### config.mk
export PLATFORM = sky130hd
export DESIGN_NAME = imm_gen_stage_flat
export DESIGN_NICKNAME = d
export VERILOG_FILES = /design/src/rtl/imm_gen_stage_pkg.sv /design/src/rtl/imm_gen_stage_if.sv /design/src/rtl/imm_gen_stage_imm_decode.sv /design/src/rtl/imm_gen_stage.sv /design/src/flat_wrapper.sv
export SDC_FILE = /design/constraint.sdc
export NUM_CORES = 1
export LEC_CHECK = 0
export CORE_ASPECT_RATIO = 1.5
export CORE_MARGIN = 2
export CORE_UTILIZATION = 54
export DETAILED_ROUTE_END_ITERATION = 10
export MAX_ROUTING_LAYER = met4
export PLACE_DENSITY = 0.86
export SLEW_MARGIN = 10
export SYNTH_ARGS = -nofsm -noshare
export SYNTH_HDL_FRONTEND = slang
export SYNTH_SLANG_ARGS = --single-unit
### constraint.sdc
create_clock -name i_clk -period 2.52 [get_ports i_clk]
set_input_delay 0.504 -clock i_clk [delete_from_list [all_inputs] [get_ports i_clk]]
set_output_delay 0.504 -clock i_clk [all_outputs]
set_load 0.005 [all_outputs]
### src/rtl/imm_gen_stage_pkg.sv
// ----------------------------------------------------------------------------
// imm_gen_stage_pkg : opcode constants and format encodings for imm_gen_stage
// Revision: 1.0
// ----------------------------------------------------------------------------
`default_nettype none

package imm_gen_stage_pkg;

  localparam int XLEN_DEFAULT = 32;

  localparam logic [6:0] OP_LOAD     = 7'b0000011;
  localparam logic [6:0] OP_MISC_MEM = 7'b0001111;
  localparam logic [6:0] OP_OP_IMM   = 7'b0010011;
  localparam logic [6:0] OP_AUIPC    = 7'b0010111;
  localparam logic [6:0] OP_IMM_32   = 7'b0011011;
  localparam logic [6:0] OP_STORE    = 7'b0100011;
  localparam logic [6:0] OP_OP       = 7'b0110011;
  localparam logic [6:0] OP_LUI      = 7'b0110111;
  localparam logic [6:0] OP_OP_32    = 7'b0111011;
  localparam logic [6:0] OP_BRANCH   = 7'b1100011;
  localparam logic [6:0] OP_JALR     = 7'b1100111;
  localparam logic [6:0] OP_JAL      = 7'b1101111;
  localparam logic [6:0] OP_SYSTEM   = 7'b1110011;

  typedef enum logic [2:0] {
    FMT_NONE = 3'd0,
    FMT_I    = 3'd1,
    FMT_S    = 3'd2,
    FMT_B    = 3'd3,
    FMT_U    = 3'd4,
    FMT_J    = 3'd5
  } fmt_e;

endpackage

`default_nettype wire

### src/rtl/imm_gen_stage_if.sv
// ----------------------------------------------------------------------------
// imm_gen_stage_if : upstream/downstream valid-ready bundle of imm_gen_stage
// Revision: 1.0
// ----------------------------------------------------------------------------
`default_nettype none

interface imm_gen_stage_if #(
  parameter int XLEN  = 32,
  parameter int TAG_W = 32
);
  logic             i_valid;
  logic             o_ready;
  logic [31:0]      i_instruction;
  logic [TAG_W-1:0] i_tag;
  logic             o_valid;
  logic             i_ready;
  logic [XLEN-1:0]  o_imm;
  logic [2:0]       o_fmt;
  logic             o_illegal;
  logic [TAG_W-1:0] o_tag;

  // Environment side: feeds instructions and consumes results.
  modport master (
    output i_valid, i_instruction, i_tag, i_ready,
    input  o_ready, o_valid, o_imm, o_fmt, o_illegal, o_tag
  );

  // Stage side.
  modport slave (
    input  i_valid, i_instruction, i_tag, i_ready,
    output o_ready, o_valid, o_imm, o_fmt, o_illegal, o_tag
  );
endinterface

`default_nettype wire

### src/rtl/imm_gen_stage_imm_decode.sv
// ----------------------------------------------------------------------------
// imm_decode : combinational RV32I/RV64I format decode and immediate extraction
// Revision: 1.0
// ----------------------------------------------------------------------------
`default_nettype none

module imm_decode
  import imm_gen_stage_pkg::*;
#(
  parameter int XLEN = XLEN_DEFAULT
) (
  input  wire logic [31:0]     i_instruction,
  output logic      [XLEN-1:0] o_imm,
  output fmt_e                 o_fmt,
  output logic                 o_illegal
);

  logic [31:0] w_imm32;
  logic [31:0] w_inst;

  assign w_inst = i_instruction;

  // Every listed opcode ends in 2'b11, so compressed encodings fall to default.
  always_comb begin
    w_imm32   = '0;
    o_fmt     = FMT_NONE;
    o_illegal = 1'b0;
    case (w_inst[6:0])
      OP_LOAD, OP_OP_IMM, OP_JALR, OP_SYSTEM, OP_MISC_MEM: begin
        o_fmt   = FMT_I;
        w_imm32 = {{20{w_inst[31]}}, w_inst[31:20]};
      end
      OP_IMM_32: begin
        if (XLEN == 64) begin
          o_fmt   = FMT_I;
          w_imm32 = {{20{w_inst[31]}}, w_inst[31:20]};
        end else begin
          o_illegal = 1'b1;
        end
      end
      OP_STORE: begin
        o_fmt   = FMT_S;
        w_imm32 = {{20{w_inst[31]}}, w_inst[31:25], w_inst[11:7]};
      end
      OP_BRANCH: begin
        o_fmt   = FMT_B;
        w_imm32 = {{19{w_inst[31]}}, w_inst[31], w_inst[7], w_inst[30:25],
                   w_inst[11:8], 1'b0};
      end
      OP_LUI, OP_AUIPC: begin
        o_fmt   = FMT_U;
        w_imm32 = {w_inst[31:12], 12'b0};
      end
      OP_JAL: begin
        o_fmt   = FMT_J;
        w_imm32 = {{11{w_inst[31]}}, w_inst[31], w_inst[19:12], w_inst[20],
                   w_inst[30:21], 1'b0};
      end
      OP_OP: begin
        o_fmt = FMT_NONE;
      end
      OP_OP_32: begin
        o_illegal = (XLEN != 64);
      end
      default: begin
        o_illegal = 1'b1;
      end
    endcase
  end

  generate
    if (XLEN == 32) begin : g_x32
      assign o_imm = w_imm32;
    end else begin : g_xwide
      assign o_imm = {{(XLEN-32){w_imm32[31]}}, w_imm32};
    end
  endgenerate

endmodule

`default_nettype wire

### src/rtl/imm_gen_stage.sv
// ----------------------------------------------------------------------------
// imm_gen_stage : registered immediate-generation stage with a 2-entry skid buffer
// Revision: 1.0
// ----------------------------------------------------------------------------
`default_nettype none

module imm_gen_stage
  import imm_gen_stage_pkg::*;
#(
  parameter int XLEN  = XLEN_DEFAULT,
  parameter int TAG_W = 32
) (
  input  wire logic           i_clk,
  input  wire logic           i_rst_n,
  input  wire logic           i_flush,
  imm_gen_stage_if.slave      bus
);

  logic [XLEN-1:0]  w_dec_imm;
  fmt_e             w_dec_fmt;
  logic             w_dec_illegal;

  logic             out_valid_q,   out_valid_d;
  logic [XLEN-1:0]  out_imm_q,     out_imm_d;
  fmt_e             out_fmt_q,     out_fmt_d;
  logic             out_illegal_q, out_illegal_d;
  logic [TAG_W-1:0] out_tag_q,     out_tag_d;

  logic             skid_valid_q,   skid_valid_d;
  logic [XLEN-1:0]  skid_imm_q,     skid_imm_d;
  fmt_e             skid_fmt_q,     skid_fmt_d;
  logic             skid_illegal_q, skid_illegal_d;
  logic [TAG_W-1:0] skid_tag_q,     skid_tag_d;

  logic             w_accept;
  logic             w_out_free;

  imm_decode #(.XLEN(XLEN)) u_decode (
    .i_instruction (bus.i_instruction),
    .o_imm         (w_dec_imm),
    .o_fmt         (w_dec_fmt),
    .o_illegal     (w_dec_illegal)
  );

  assign w_accept   = bus.i_valid & ~skid_valid_q;
  assign w_out_free = ~out_valid_q | bus.i_ready;

  always_comb begin
    out_valid_d    = out_valid_q;
    out_imm_d      = out_imm_q;
    out_fmt_d      = out_fmt_q;
    out_illegal_d  = out_illegal_q;
    out_tag_d      = out_tag_q;
    skid_valid_d   = skid_valid_q;
    skid_imm_d     = skid_imm_q;
    skid_fmt_d     = skid_fmt_q;
    skid_illegal_d = skid_illegal_q;
    skid_tag_d     = skid_tag_q;

    if (i_flush) begin
      out_valid_d  = 1'b0;
      skid_valid_d = 1'b0;
    end else if (w_out_free) begin
      // Skid contents are older than anything upstream; drain them first.
      if (skid_valid_q) begin
        out_valid_d   = 1'b1;
        out_imm_d     = skid_imm_q;
        out_fmt_d     = skid_fmt_q;
        out_illegal_d = skid_illegal_q;
        out_tag_d     = skid_tag_q;
        skid_valid_d  = 1'b0;
      end else if (w_accept) begin
        out_valid_d   = 1'b1;
        out_imm_d     = w_dec_imm;
        out_fmt_d     = w_dec_fmt;
        out_illegal_d = w_dec_illegal;
        out_tag_d     = bus.i_tag;
      end else begin
        out_valid_d   = 1'b0;
      end
    end else if (w_accept) begin
      skid_valid_d   = 1'b1;
      skid_imm_d     = w_dec_imm;
      skid_fmt_d     = w_dec_fmt;
      skid_illegal_d = w_dec_illegal;
      skid_tag_d     = bus.i_tag;
    end
  end

  always_ff @(posedge i_clk) begin
    if (!i_rst_n) begin
      out_valid_q    <= 1'b0;
      out_imm_q      <= '0;
      out_fmt_q      <= FMT_NONE;
      out_illegal_q  <= 1'b0;
      out_tag_q      <= '0;
      skid_valid_q   <= 1'b0;
      skid_imm_q     <= '0;
      skid_fmt_q     <= FMT_NONE;
      skid_illegal_q <= 1'b0;
      skid_tag_q     <= '0;
    end else begin
      out_valid_q    <= out_valid_d;
      out_imm_q      <= out_imm_d;
      out_fmt_q      <= out_fmt_d;
      out_illegal_q  <= out_illegal_d;
      out_tag_q      <= out_tag_d;
      skid_valid_q   <= skid_valid_d;
      skid_imm_q     <= skid_imm_d;
      skid_fmt_q     <= skid_fmt_d;
      skid_illegal_q <= skid_illegal_d;
      skid_tag_q     <= skid_tag_d;
    end
  end

  assign bus.o_ready   = ~skid_valid_q;
  assign bus.o_valid   = out_valid_q;
  assign bus.o_imm     = out_imm_q;
  assign bus.o_fmt     = out_fmt_q;
  assign bus.o_illegal = out_illegal_q;
  assign bus.o_tag     = out_tag_q;

endmodule

`default_nettype wire
### src/flat_wrapper.sv
// flat-port wrapper written by rule: the top's interface ports become plain ports
module imm_gen_stage_flat import imm_gen_stage_pkg::*;
#(
  parameter int XLEN  = XLEN_DEFAULT,
  parameter int TAG_W = 32
)
  (i_clk, i_rst_n, i_flush, bus_i_valid, bus_i_instruction, bus_i_tag, bus_i_ready, bus_o_ready, bus_o_valid, bus_o_imm, bus_o_fmt, bus_o_illegal, bus_o_tag);
  imm_gen_stage_if #(.XLEN(XLEN), .TAG_W(TAG_W)) bus_i ();
  input  wire logic i_clk;
  input  wire logic i_rst_n;
  input  wire logic i_flush;
  input wire logic [$bits(bus_i.i_valid)-1:0] bus_i_valid;
  input wire logic [$bits(bus_i.i_instruction)-1:0] bus_i_instruction;
  input wire logic [$bits(bus_i.i_tag)-1:0] bus_i_tag;
  input wire logic [$bits(bus_i.i_ready)-1:0] bus_i_ready;
  output wire logic [$bits(bus_i.o_ready)-1:0] bus_o_ready;
  output wire logic [$bits(bus_i.o_valid)-1:0] bus_o_valid;
  output wire logic [$bits(bus_i.o_imm)-1:0] bus_o_imm;
  output wire logic [$bits(bus_i.o_fmt)-1:0] bus_o_fmt;
  output wire logic [$bits(bus_i.o_illegal)-1:0] bus_o_illegal;
  output wire logic [$bits(bus_i.o_tag)-1:0] bus_o_tag;
  assign bus_i.i_valid = bus_i_valid;
  assign bus_i.i_instruction = bus_i_instruction;
  assign bus_i.i_tag = bus_i_tag;
  assign bus_i.i_ready = bus_i_ready;
  assign bus_o_ready = bus_i.o_ready;
  assign bus_o_valid = bus_i.o_valid;
  assign bus_o_imm = bus_i.o_imm;
  assign bus_o_fmt = bus_i.o_fmt;
  assign bus_o_illegal = bus_i.o_illegal;
  assign bus_o_tag = bus_i.o_tag;
  imm_gen_stage #(.XLEN(XLEN), .TAG_W(TAG_W)) u_core (.i_clk(i_clk), .i_rst_n(i_rst_n), .i_flush(i_flush), .bus(bus_i));
endmodule
==> results of run 1 <==
layout make-up:
type	count	area, µm²	share of cell area
multi-input cells	477	2810	0.351
repair buffers	164	1650	0.206
inverters	4	16.3	0.00203
flip-flops and latches	138	2760	0.345
clock buffers	21	470	0.0587
well taps	144	180	0.0225
clock inverters	11	119	0.0148
synth_stat cells (2+ instances only):
master | instances | area [µm²]
a221oi_2 | 9 | 135
inv_1 | 2 | 7.51
a21oi_2 | 2 | 17.5
nor2_4 | 2 | 22.5
nor2_1 | 57 | 214
buf_2 | 22 | 110
clkbuf_1 | 31 | 116
a21oi_1 | 60 | 300
inv_2 | 2 | 7.51
nand3b_1 | 3 | 22.5
a211oi_2 | 2 | 25.0
buf_1 | 2 | 7.51
nor2b_1 | 2 | 12.5
a211oi_1 | 34 | 255
and3_1 | 2 | 12.5
a31oi_1 | 14 | 87.6
or3_1 | 13 | 81.3
o211ai_1 | 4 | 30.0
dfxtp_1 | 138 | 2760
o21a_1 | 3 | 22.5
a22oi_1 | 8 | 60.1
nand3_1 | 5 | 25.0
mux2i_1 | 34 | 340
nor3_1 | 4 | 20.0
o21ai_1 | 6 | 30.0
buf_6 | 3 | 33.8
and2_1 | 2 | 12.5
nand2_1 | 115 | 432
o21ai_0 | 53 | 265
nand2b_1 | 4 | 25.0
a311oi_1 | 13 | 114
buf_4 | 2 | 15.0
a221oi_1 | 8 | 70.1
sequential cells by signal (all words and copies together), names as in the netlist:
register / flops
u_core.skid_tag_q: 32
u_core.skid_valid_q: 1
u_core.skid_imm_q: 32
u_core.skid_fmt_q: 3
u_core.bus.o_imm: 32
u_core.skid_illegal_q: 1
u_core.bus.o_fmt: 3
u_core.bus.o_illegal: 1
u_core.bus.o_tag: 32
u_core.bus.o_valid: 1
report_power, final:
part	leakage [nW]	internal, mW	total [mW]	switching, mW
registers	1.12	2.26	2.31	0.0462
clock network	0.281	1.53	2.46	0.930
logic	1.28	0.335	0.621	0.287
total	2.69	4.13	5.39	1.26
through the flow:
| stage | hold slack (ns) | TNS (ns) | setup WS (ns) |
|---|---|---|---|
| 3_3_place_gp | 0.441 | 0 | 0.00202 |
| 5_1_grt | 0.484 | 0 | 0.239 |
| 2_1_floorplan | 0.436 | 0 | 0.844 |
| 3_5_place_dp | 0.450 | -0.373 | -0.0673 |
| 4_1_cts | 0.458 | 0 | 0.363 |
| 6_report | 0.455 | 0 | 0.334 |
kinds of logic after synthesis:
| logic type | count (synthesis) |
|---|---|
| DFF | 138 |
| and+or+nand+nor | 217 |
| buffers and inverters | 64 |
| muxes | 34 |
| xor gates and xnor gates | 1 |
| AOI/OAI and AO/OA | 225 |
routing by layer:
| metal | vias to the layer above | track usage | share of wire |
|---|---|---|---|
| li1 | 2682 | - | - |
| met1 | 2692 | 0.332 | 0.37 |
| met2 | 281 | 0.497 | 0.53 |
| met3 | 39 | 0.0584 | 0.068 |
| met4 | 0 | 0.143 | 0.032 |
| met5 | - | - | 0 |
how the worst min path moves through the flow:
stage                                       start                                 end  slack (ns)  depth (start not counted)
2_1_floorplan   u_core.skid_fmt_q[1]$_SDFFE_PN0P_   u_core.skid_fmt_q[1]$_SDFFE_PN0P_        0.44                          2
3_3_place_gp   u_core.skid_tag_q[16]$_SDFFE_PN0P_  u_core.skid_tag_q[16]$_SDFFE_PN0P_        0.44                          2
3_5_place_dp   u_core.skid_tag_q[23]$_SDFFE_PN0P_  u_core.skid_tag_q[23]$_SDFFE_PN0P_        0.45                          2
4_1_cts        u_core.skid_tag_q[28]$_SDFFE_PN0P_  u_core.skid_tag_q[28]$_SDFFE_PN0P_        0.46                          2
5_1_grt        u_core.skid_tag_q[20]$_SDFFE_PN0P_  u_core.skid_tag_q[20]$_SDFFE_PN0P_        0.48                          2
6_report        u_core.skid_fmt_q[1]$_SDFFE_PN0P_   u_core.skid_fmt_q[1]$_SDFFE_PN0P_        0.46                          2
critical path: stages:
cell and delay, ns:
clkdlybuf4s50_1 0.65, nand2b_1 0.17, a21o_1 0.17, a21oi_2 0.10, a21boi_2 0.64, a221oi_1 0.20
==> reports/qor.yml, run 1 <==
status:
  status: "finished, final reports clean"
flow_run:
  cap_violations: 0
setup_path:
  critPathMaxFanout: 11
  arrival_ns: 2.44
  rr_endpoint: "u_core.skid_imm_q[5]$_SDFFE_PN0P_"
  crit_type: "in2reg"
  crit_end: "u_core.bus.o_imm[20]$_SDFFE_PN0P_"
  cp-startpoint: "bus_i_instruction[5]"
  required_ns: 2.77
  cp-end-kind: "register"
  r2r_slack_ns: 0.53
  rr_worst_depth: 7
  setup.worst_path.start_class: "input pin"
  regToRegStartpoint: "u_core.skid_valid_q$_SDFFE_PP0P_"
drt:
  wl_mm: 16.8
  drtIter0Drc: 460
  drcViolationCount: 0
  ant_nets: 0
  post_drt_wl_per_cell_um: 17.5
  vias_per_cell: 5.94
  drtPass1Iterations: 5
  vias: 5694
sta:
  slew_headroom: 0.467
  max_freq_mhz: 458
  drv_slew: 0
  fin_skew_ns: 0.00497
  hold_violations: 0
  setup_viol: 0
  worstMarginPinSlew_ns: 0.795
  fin_crit_ns: 2.19
  rsz0062_at_grt: "no"
  timing.final.crit_share: 0.867
hold_path:
  worstHoldPathType: "reg2reg"
floorplan:
  num_rows: 46
  dieArea_mm2: 0.0117
  start_util: 0.553
  die_height_um: 132
  die_x_um: 89.0
  num_io_pins: 139
  core_area_mm2: 0.0106
finish:
  fillCellCount: 773
  diodes: 0
  drive_gt1_frac: 0.102
  fin_area_mm2: 0.00801
  finalNonFillerCells: 959
  most-common-layout-cells: "138 x clkdlybuf4s50_1, 137 x dfxtp_1, 115 x nand2_1, 60 x a21oi_1, 57 x nor2_1"
  fin_nets: 871
  postLayoutCoreUtil: 0.756
  areaGrowthSynthToFinish_pct: 36.8
  final_common_cell: "clkdlybuf4s50_1"
clocking:
  cts.path.max_buffers: 2
  hold_buffers: 0
  htreeDepth: 4
  cts_sinks: 138
  cts_tree: "built"
  root_buffer: "clkbuf_16"
  clock_latency_ns: 0.41
  cts_setup_buffers: 0
  clk_pin_slew_worst_paths_ns: 0.06
  cts_buffers: 17
  cts_resized: 0
synthesis:
  synth.distinct_cells: 51
  synth-xor-area-share: 0.00150
  synth_seq_cells: 138
  yosysWarnings: 0
  synthAdderAreaFrac: 0
  synth_top_family_by_area: "compound AO/OA/AOI/OAI gates"
  syn_area_mm2: 0.00586
  synthSimpleGateAreaFrac: 0.163
  synth_ff_type: "dfxtp_1"
  syn_area_per_cell_um2: 8.63
  synth_edf_count: 0
  synth_nets: 748
  ys_seq_area_frac: 0.472
  synth_mux_area_frac: 0.0581
  postSynthCellCount: 679
  async_reset_ff_frac: 0
  synth_compound_area_frac: 0.255
placement:
  dpl_cell_area_mm2: 0.00742
  globalplace.congestion: 0.890
  post-dp-hpwl_mm: 11.0
  dp_cells: 927
  io_buffers: 138
power:
  p_per_area_mw_per_mm2: 673
  leakagePower_nw: 2.69
  p_total_mw: 5.39
  peakVddDrop_v: 0.000525
global_routing:
  grt_pass1_vias: 5652
  grt-ovfl-total: 0
  antenna_found_initial: 0
  grt_pass1_wl_mm: 27.0
  grt_max_degree: 100
  grt.total_usage: 0.298
Power figures use the tool's default switching activity.
==> run 2: changes to the inputs <==
Settings changed: ABC_AREA set to 0.
==> results of run 2 <==
Same layout as run 1: the final DEF is identical, and so are final timing and power.
==> run 3: changes to the inputs <==
Settings changed: CORE_UTILIZATION 54 to 40, PLACE_DENSITY 0.86 to unset, PLACE_DENSITY_LB_ADDON set to 0.25.
==> run 3 against run 2 <==
Against the previous run:
- sequential cell count stayed put
- total power increased by 1.5%
- clock skew up 0.0034 ns
- combinational power is 1% lower
- hold slack worse by 0.00053 ns
- wire length shrank 2.0%
- critical path depth is the same
==> reports/qor.yml, run 3 (synthesis gave the netlist of run 1 again) <==
placement:
  io_buffers: 138  # unchanged
  globalplace.congestion: 0.804  # was 0.890
  dpl_cell_area_mm2: 0.00753  # was 0.00742 mm²
  post-dp-hpwl_mm: 11.5  # was 11.0 mm
setup_path:
  critical_path.max_stage_delay_ns: 0.52  # was 0.65 ns
  setup.worst_path.start_class: "input pin"  # unchanged
  critPathMaxFanout: 7  # was 11
  cp-end-kind: "register"  # unchanged
  arrival_ns: 2.38  # was 2.44 ns
  required_ns: 2.83  # was 2.77 ns
  crit_type: "in2reg"  # unchanged
  crit_chain: "clkdlybuf4s50_1 > or2_1 > a21oi_1 > o21a_1 > nand2_1 > a311oi_1"  # was clkdlybuf4s50_1 > nand2b_1 > a21o_1 > a21oi_2 > a21boi_2 > a221oi_1
  critPathSlowestCell: "clkdlybuf4s50_1"  # unchanged
floorplan:
  num_io_pins: 139  # unchanged
  dieArea_mm2: 0.0156  # was 0.0117 mm²
  die_x_um: 103  # was 89.0 µm
  num_rows: 54  # was 46
  core_area_mm2: 0.0145  # was 0.0106 mm²
  die_height_um: 152  # was 132 µm
  start_util: 0.405  # was 0.553
sta:
  setup_viol: 0  # unchanged
  fin_crit_ns: 2.07  # was 2.19 ns
  fin_skew_ns: 0.00841  # was 0.00497 ns
  max_freq_mhz: 483  # was 458 MHz
  hold_slack_ns: 0.455  # about the same
  hold_violations: 0  # unchanged
  fin_tns_setup_ns: 0  # unchanged
  drv_slew: 0  # unchanged
  timing.final.crit_share: 0.822  # was 0.867
  slew_headroom: 0.691  # was 0.467
  rsz0062_at_grt: "no"  # unchanged
  worstMarginPinSlew_ns: 0.462  # was 0.795 ns
clocking:
  clock_latency_ns: 0.42  # was 0.41 ns
  cts_tree: "built"  # unchanged
  htreeDepth: 4  # unchanged
  cts_sinks: 138  # unchanged
  hold_buffers: 0  # unchanged
  cts.path.max_buffers: 2  # unchanged
  root_buffer: "clkbuf_16"  # unchanged
  clk_pin_slew_worst_paths_ns: 0.06  # about the same
  cts_buffers: 17  # unchanged
  cts_setup_buffers: 0  # unchanged
  cts_resized: 0  # unchanged
finish:
  drive_gt1_frac: 0.104  # was 0.102
  fin_area_mm2: 0.00814  # was 0.00801 mm²
  fin_nets: 872  # was 871
  postLayoutCoreUtil: 0.563  # was 0.756
  most-common-layout-cells: "138 x clkdlybuf4s50_1, 137 x dfxtp_1, 115 x nand2_1, 60 x a21oi_1, 57 x nor2_1"  # unchanged
  final_common_cell: "clkdlybuf4s50_1"  # unchanged
  diodes: 0  # unchanged
  areaGrowthSynthToFinish_pct: 39.0  # was 36.8%
drt:
  vias: 5547  # was 5694
  post_drt_wl_per_cell_um: 16.2  # was 17.5 µm
  drcViolationCount: 0  # unchanged
  ant_nets: 0  # unchanged
  drtIter0Drc: 249  # was 460
  drtPass1Iterations: 5  # unchanged
  vias_per_cell: 5.48  # was 5.94
  wl_mm: 16.4  # was 16.8 mm
global_routing:
  grt_pass1_wl_mm: 26.7  # was 27.0 mm
  grt.total_usage: 0.220  # was 0.298
  grt_pass1_vias: 5467  # was 5652
  antenna_found_initial: 0  # unchanged
  grt-ovfl-total: 0  # unchanged
  grt_max_degree: 57  # was 100
power:
  p_per_area_mw_per_mm2: 672  # was 673 mW/mm²
  leakagePower_nw: 2.71  # was 2.69 nW
  peakVddDrop_v: 0.000425  # was 0.000525 V
flow_run:
  cap_violations: 0  # unchanged
hold_path:
  worstHoldPathType: "reg2reg"  # unchanged
status:
  status: "finished, final reports clean"  # unchanged
## run 3: cell types whose count changed in the layout (fill, tap and decap cells not counted)
cell        change
clkbuf_1        -1
clkinvlp_4      +1
bufinv_16       +1
buf_4           -2
clkinv_4        +3
clkbuf_8        -2
clkinv_2        -2
buf_12          +3
## run 3: routing by layer
layer	up-vias	global-route usage	routed length, µm
li1	2687	-	-
met2	173	0.386	9040
met3	22	0.0468	857
met5	-	-	0
met1	2665	0.240	6300
met4	0	0.0789	252
## run 3: critical path, delay by kind of cell
family	cells	cell delay (ns)
AO/OA/AOI/OAI	3	0.83
buffers and inverters	1	0.52
AND/OR/NAND/NOR	2	0.52
## run 3: power breakdown
group          switching (mW)  total (mW)  leakage [nW]  internal, mW
logic                   0.278       0.612          1.30         0.334
registers              0.0452        2.31          1.12          2.26
clock network           0.966        2.55         0.285          1.58
total                    1.29        5.47          2.71          4.18
## run 3: path summary, 6_finish.rpt
path / startpoint / endpoint / slack, ns / cells past startpoint
max reg2reg: u_core.bus.o_valid$_SDFFE_PP0P_ / u_core.bus.o_imm[20]$_SDFFE_PN0P_ / 0.75 / 6
min reg2reg: u_core.skid_tag_q[30]$_SDFFE_PN0P_ / u_core.skid_tag_q[30]$_SDFFE_PN0P_ / 0.45 / 2
min: u_core.skid_tag_q[30]$_SDFFE_PN0P_ / u_core.skid_tag_q[30]$_SDFFE_PN0P_ / 0.45 / 2
max: bus_i_instruction[3] / u_core.bus.o_imm[3]$_SDFFE_PN0P_ / 0.45 / 6
## run 3: through the flow
step / power (mW) / instances / worst slack [ns]
3_3_place_gp: 2.96 / 980 / 0.124
3_5_place_dp: 2.97 / 980 / 0.0447
4_1_cts: 5.51 / 1012 / 0.468
5_1_grt: 5.67 / 1012 / 0.346
6_report: 5.47 / 1012 / 0.449
2_1_floorplan: 2.61 / 679 / 0.844
## run 3: layout make-up
class / instances / area [µm²]
multi-input cells: 477 / 2810
repair buffers: 165 / 1700
inverters: 4 / 16.3
clock inverters: 14 / 173
fillers: 1346 / 6310
clock buffers: 18 / 439
flip-flops and latches: 138 / 2760
well taps: 196 / 245
